<file path="src/rtl/axi_line_refill.sv">
// Cache-miss refill controller: commands one line-sized INCR burst on axi_master,
// snoops the R channel into a line buffer and hands the line back to the cache.
module axi_line_refill #(
  parameter int ADDR_WIDTH     = 32,
  parameter int DATA_WIDTH     = 32,
  parameter int LINE_WORDS     = 4,
  parameter int READ_BURST_LEN = 8
) (
  input  logic                             clk,
  input  logic                             rst,
  input  logic                             miss_valid,
  output logic                             miss_ready,
  input  logic [ADDR_WIDTH-1:0]            miss_addr,
  output logic                             start_read,
  output logic [ADDR_WIDTH-1:0]            target_read_addr,
  output logic [READ_BURST_LEN-1:0]        target_read_burst_len,
  input  logic                             done_read,
  input  logic                             RVALID,
  input  logic                             RREADY,
  input  logic [DATA_WIDTH-1:0]            RDATA,
  input  logic                             RLAST,
  input  logic [1:0]                       RRESP,
  output logic                             fill_valid,
  input  logic                             fill_ready,
  output logic [ADDR_WIDTH-1:0]            fill_addr,
  output logic [LINE_WORDS*DATA_WIDTH-1:0] fill_data,
  output logic                             fill_err
);

  localparam int OFF   = $clog2(LINE_WORDS * DATA_WIDTH / 8);
  localparam int CNT_W = $clog2(LINE_WORDS) + 1;
  localparam logic [ADDR_WIDTH-1:0] OFF_MASK = ADDR_WIDTH'((64'd1 << OFF) - 64'd1);
  localparam logic [CNT_W-1:0] FULL = CNT_W'(LINE_WORDS);
  localparam logic [CNT_W-1:0] LAST = CNT_W'(LINE_WORDS - 1);

  typedef enum logic [1:0] {IDLE, REQ, PRESENT} state_t;

  state_t           state;
  logic [CNT_W-1:0] cnt;
  logic             err;
  logic             beat;
  logic             over;
  logic             err_next;
  logic [CNT_W-1:0] cnt_next;

  assign miss_ready = (state == IDLE);

  // Counter is one bit wider than the word index so excess beats are visible
  // and can be flagged instead of wrapping onto word 0.
  always_comb begin
    beat     = RVALID && RREADY;
    over     = (cnt >= FULL);
    err_next = err;
    cnt_next = cnt;
    if (beat) begin
      if (over || (RRESP != 2'b00) || (RLAST && (cnt != LAST))) err_next = 1'b1;
      if (!over) cnt_next = cnt + CNT_W'(1);
    end
  end

  always_ff @(posedge clk or posedge rst) begin
    if (rst) begin
      state                 <= IDLE;
      cnt                   <= '0;
      err                   <= 1'b0;
      start_read            <= 1'b0;
      target_read_addr      <= '0;
      target_read_burst_len <= '0;
      fill_valid            <= 1'b0;
      fill_addr             <= '0;
      fill_data             <= '0;
      fill_err              <= 1'b0;
    end else begin
      case (state)
        IDLE: begin
          if (miss_valid) begin
            target_read_addr      <= miss_addr & ~OFF_MASK;
            target_read_burst_len <= READ_BURST_LEN'(LINE_WORDS - 1);
            start_read            <= 1'b1;
            cnt                   <= '0;
            err                   <= 1'b0;
            fill_data             <= '0;
            state                 <= REQ;
          end
        end
        REQ: begin
          cnt <= cnt_next;
          err <= err_next;
          if (beat && !over) begin
            for (int k = 0; k < LINE_WORDS; k++) begin
              if (cnt == CNT_W'(k)) fill_data[k*DATA_WIDTH +: DATA_WIDTH] <= RDATA;
            end
          end
          // A beat on the done_read edge is folded into both data and error status.
          if (done_read) begin
            state                 <= PRESENT;
            start_read            <= 1'b0;
            target_read_addr      <= '0;
            target_read_burst_len <= '0;
            fill_valid            <= 1'b1;
            fill_addr             <= target_read_addr;
            fill_err              <= err_next || (cnt_next != FULL);
          end
        end
        PRESENT: begin
          if (fill_ready) begin
            fill_valid <= 1'b0;
            state      <= IDLE;
          end
        end
        default: state <= IDLE;
      endcase
    end
  end

endmodule

</file>
<file path="config.mk">
export PLATFORM = sky130hd
export DESIGN_NAME = axi_line_refill
export DESIGN_NICKNAME = d
export VERILOG_FILES = /design/src/rtl/axi_line_refill.sv
export SDC_FILE = /design/constraint.sdc
export NUM_CORES = 1
export LEC_CHECK = 0
export CAP_MARGIN = 30
export CORE_UTILIZATION = 45
export CTS_CLUSTER_DIAMETER = 60
export CTS_CLUSTER_SIZE = 28
export DETAILED_ROUTE_END_ITERATION = 10
export GPL_TIMING_DRIVEN = 1
export PLACE_DENSITY = 0.85
export SYNTH_ARGS = -nofsm -noshare
export SYNTH_HDL_FRONTEND = slang
export SYNTH_SLANG_ARGS = --single-unit
</file>
<file path="constraint.sdc">
create_clock -name clk -period 6.94 [get_ports clk]
set_input_delay 0.694 -clock clk [delete_from_list [all_inputs] [get_ports clk]]
set_output_delay 0.694 -clock clk [all_outputs]
set_load 0.01 [all_outputs]
</file>
Word level (Yosys, flattened, before mapping)
Index checks and enable logic that the tools add are counted.

Reduce and logical (&&, ||, !) cells: 21. Equal/unequal tests: 15. Add/subtract/negate cells: 1. Mux-type cells: 31. $lt $le $gt $ge: 1.

Operators by type and width (number): $mux 128 (2); $pmux 128 s2 (1); $mux 32 (6); $pmux 32 s2 (1); $mux 8 (2); $ne 2x2->1 const B (8); $pmux 8 s2 (1); $reduce_and 4->1 (4); $mux 3 (3); $reduce_and 3->1 (3); $mux 1 (7); $eq 3x2->1 const B (2); $mux 2 (3); $pmux 1 s2 (3); $pmux 2 s3 (1); $pmux 3 s2 (1); $reduce_bool 2->1 (3); $reduce_and 2->1 (2); $add 3x1->3 const B (1); $eq 3x1->1 const B (1); $ge 3x3->1 const B (1); $logic_and 1x1->1 (3); $logic_not 3->1 (1); $logic_or 1x1->1 (3); 6 further kinds (6).

Logic and storage cells: 82. Output and inout bits: 204. Input bits: 74. Register bits: 209.

Logic depth before layout (Yosys ltp)
Depth in word-level cells: 6. Depth in mapped cells: 5. Mapped depth without buffers: 5.

Least setup slack after synthesis
Ideal clock, no wire load.

Kind: input -> register. Start: input RVALID. End: register fill_data[0]. Data required time: 6.815 ns. Data arrival time: 1.804 ns. Slack: 5.011 ns. Cell stages on the path: 4. Buffers on the path: 1. Library setup time: 0.125 ns. Cell sequence: and2b_1 -> a41oi_4 -> buf_6 -> mux2_4.

Cells in the longest elaborated chain, start to end: 4.

RTL lines: from (decl) (RTL line 18) `input logic RVALID,`; $logic_and 1x1->1 (RTL line 51) `beat = RVALID && RREADY;`; $logic_and 1x1->1 (RTL line 89) `if (beat && !over) begin`; $ne 2x2->1 (no source line); $reduce_and 4->1 (no source line); to (signal assigned) (RTL line 71) `fill_data <= '0;`; to (signal assigned) (RTL line 82) `fill_data <= '0;`; to (signal, indexed assignment) (RTL line 91) `if (cnt == CNT_W'(k)) fill_data[k*DATA_WIDTH +: DATA_WIDTH] <= RDATA;`; to (decl) (RTL line 26) `output logic [LINE_WORDS*DATA_WIDTH-1:0] fill_data,`.

No other way between the ends. A chain may end at the register's enable or synchronous reset.

Worst setup path after layout
Start: input miss_valid. End: register fill_data[59].

Cells in the longest elaborated chain, start to end: 2.

RTL lines: from (decl) (RTL line 11) `input logic miss_valid,`; $ne 2x2->1 (no source line); $reduce_and 4->1 (no source line).

No other way between the ends.

==> flow_metrics.env <==
export IMPL_outcome="finished, final reports clean"
export IMPL_clk_pin_slew_ns=0.07
export IMPL_grt_usage=0.2178
export IMPL_vias_per_cell=5.072
export IMPL_synthTopCellsByArea="dfrtp_1 59%, mux2_4 22%, mux2_2 5.3%"
export IMPL_ctsResizeCount=0
export IMPL_routed_wl_microns=19980
export IMPL_avgRoutedWirePerCell_microns=19.98
export IMPL_syn_area_sq_um=8213
export IMPL_crit_end="fill_data[59]$_DFFE_PP0P_"
export IMPL_regToRegEndpoint="fill_data[59]$_DFFE_PP0P_"
export IMPL_met3_usage=0.07148
export IMPL_final_cell_mix="259 x clkdlybuf4s50_1, 193 x dfrtp_1, 120 x mux2_4, 39 x mux2_2, 33 x and2_1"
export IMPL_hpwl_microns=13580
export IMPL_die_h_microns=137.1
export IMPL_min_period_over_period=0.3671
export IMPL_vias=5072
export IMPL_arrival_ns=2.86
export IMPL_worst_path_max_fanout=37
export IMPL_io_pins=278
export IMPL_syn_inst=497
export IMPL_grt_pass1_wl_microns=30840
export IMPL_power_density_nw_per_um2=481.3
export IMPL_io_buffers=259
export IMPL_grt_start_max_net_pins=109
export IMPL_synth_top_area_share=0.5881
export IMPL_rsz0062_at_grt="no"
export IMPL_required_ns=7.25
export IMPL_r2r_setup_slack_ns=4.64
export IMPL_path_cells="clkdlybuf4s50_1 > nor3b_4 > buf_4 > a41oi_4 > buf_4 > mux2_2"
export IMPL_drc_errors=0
export IMPL_cts_sinks=193
export IMPL_yosysUniqueCellTypes=31
export IMPL_cts_hold_buf=0
export IMPL_n_antenna_cell=0
export IMPL_drv_cap=0
export IMPL_slowest_delay_ns=0.61
export IMPL_core_sq_um=17900
export IMPL_r2r_start="state[0]$_DFFE_PP0P_"
export IMPL_max_freq_ghz=0.3925
export IMPL_worstSetupStartpoint="miss_valid"
export IMPL_firstDrtPassIters=6
export IMPL_synth_seq_area_share=0.5881
export IMPL_fin_setup_tns_ns=0
export IMPL_timing_final_hold_violations=0
export IMPL_tritoncts="built"
export IMPL_met1_usage=0.2588
export IMPL_use_met2=0.3642
export IMPL_placed_cells=967
export IMPL_numCtsBuffers=17
export IMPL_grt_pass1_vias=5575
export IMPL_clockBufferDepth=2
export IMPL_busiest_layer="met2"
export IMPL_std_cell_rows=49
export IMPL_ir_drop_uv=241.2
export IMPL_final_util=0.6430
export IMPL_cp_common_cell="buf_4"
export IMPL_setup_viol=0
export IMPL_cp_slowest_cell="buf_4"
export IMPL_areaGrowthSynthToFinish_pct=40.16
export IMPL_cts_setup_buffers=0
export IMPL_cts_root_buf="clkbuf_16"
export IMPL_drive_gt1_frac=0.2698
export IMPL_clock_latency_ns=0.43
export IMPL_layout_commonest_cell="clkdlybuf4s50_1"
export IMPL_yosysWarnings=0
export IMPL_start_util=0.4588
export IMPL_post_synth_cell_area_avg_sq_um=16.52
export IMPL_end_kind="flop"
export IMPL_p_leak_uw=0.005461
export IMPL_globalplace_congestion=0.8046
export IMPL_finClkSkew_ns=0.01232
export IMPL_period_needed_ns=2.548
export IMPL_path_class="input port to flop"
export IMPL_start_kind="input port"
export IMPL_hp_class="flop to flop"
export IMPL_cts_htree_levels=4
export IMPL_die_area_sq_um=18800
export IMPL_grt_ovfl_total=0
export IMPL_post_synth_top_area_cell="dfrtp_1"
export IMPL_worst_slew_pin_slew_ns=0.9177
export IMPL_maxSlewViolCount=0
export IMPL_drtIter0Drc=126
export IMPL_ys_ff_latch=193
export IMPL_grt_antenna_before_repair=0
export IMPL_max_slew_margin=0.3882
export IMPL_nets=837
export IMPL_postRouteAntennaNets=0
export IMPL_fin_cells=1000
export IMPL_rr_worst_depth=5
export IMPL_fp_dieW_microns=137.1
where the power goes:
group | internal [uW] | switching (uW) | leakage [uW]
clock network | 487 | 443 | 0.000275
registers | 1610 | 329 | 0.00253
logic | 1620 | 1050 | 0.00265
cell usage after synthesis:
master	instances
a21o_1	1
a41oi_4	4
inv_2	1
buf_2	5
conb_1	1
nand2_1	3
nor4bb_1	1
buf_6	12
ha_1	5
and2b_1	1
mux2_4	120
nor2_1	6
a22o_1	28
mux2_2	39
o31ai_1	1
and3_1	2
nand4b_1	2
a2bb2oi_1	1
a21oi_1	4
inv_1	5
buf_4	16
o311ai_0	1
dfrtp_1	193
nor3b_4	1
buf_1	1
clkbuf_1	6
a211oi_1	1
nor2b_1	1
a41oi_1	1
and2_1	33
a32o_1	1
cell type report:
| class | count | area (sq um) |
|---|---|---|
| fill | 1299 | 6391 |
| sequential | 193 | 4830 |
| multi-input combinational | 271 | 3105 |
| timing repair buffer | 269 | 2708 |
| clock buffer | 20 | 456.7 |
| tap | 229 | 286.5 |
| clock inverter | 12 | 97.59 |
| inverter | 6 | 27.53 |
cells by family (layout without fill, tap and decap cells):
kind of cell | Yosys count | in the layout | synth area share
AOI/OAI and AO/OA | 43 | 43 | 0.05287
adders and majority gates | 5 | 5 | 0.007617
buffers and inverters | 46 | 307 | 0.04007
DFF | 193 | 193 | 0.5881
muxes | 159 | 159 | 0.2729
other | 1 | 14 | 0.0004566
and+or+nand+nor | 50 | 50 | 0.03809
critical path: cells and delay by family:
family / cells / cell delay, ns
AO/OA/AOI/OAI: 1 / 0.22
buffers and inverters: 3 / 1.33
multiplexers: 1 / 0.42
AND/OR/NAND/NOR: 1 / 0.16
layer usage:
layer	vias to the layer above	share of wire
met5	-	0
met4	0	0.017
met3	25	0.076
met2	195	0.49
met1	2601	0.41
li1	2251	-
per-stage QoR:
stage	hold WS, ns	setup slack [ns]	instance area, sq um	power, uW
final	0.5035	4.392	11510	5540
after detailed placement	0.4923	3.945	10930	4622
after global routing	0.5173	4.345	11510	5831
after global placement	0.4884	3.995	10900	4523
after floorplan	0.5402	0.9905	8262	3338
after CTS	0.5079	4.412	11480	5576
flip-flops by register name, summed over array words and instances, names as in the netlist:
register and count:
cnt 3, err 1, fill_addr 28, fill_data 128, fill_err 1, fill_valid 1
state 2, target_read_addr 28, target_read_burst_len 1
how the worst min path moves through the flow:
stage | from | end | cells past startpoint
after global placement | fill_addr[20]$_DFFE_PP0P_ | fill_addr[20]$_DFFE_PP0P_ | 1
after floorplan | cnt[2]$_DFFE_PP0P_ | cnt[2]$_DFFE_PP0P_ | 2
after global routing | fill_addr[14]$_DFFE_PP0P_ | fill_addr[14]$_DFFE_PP0P_ | 1
final | fill_addr[14]$_DFFE_PP0P_ | fill_addr[14]$_DFFE_PP0P_ | 1
after CTS | fill_addr[21]$_DFFE_PP0P_ | fill_addr[21]$_DFFE_PP0P_ | 1
after detailed placement | fill_data[87]$_DFFE_PP0P_ | fill_data[87]$_DFFE_PP0P_ | 1
Note: power is estimated with default switching activity, not from simulation.
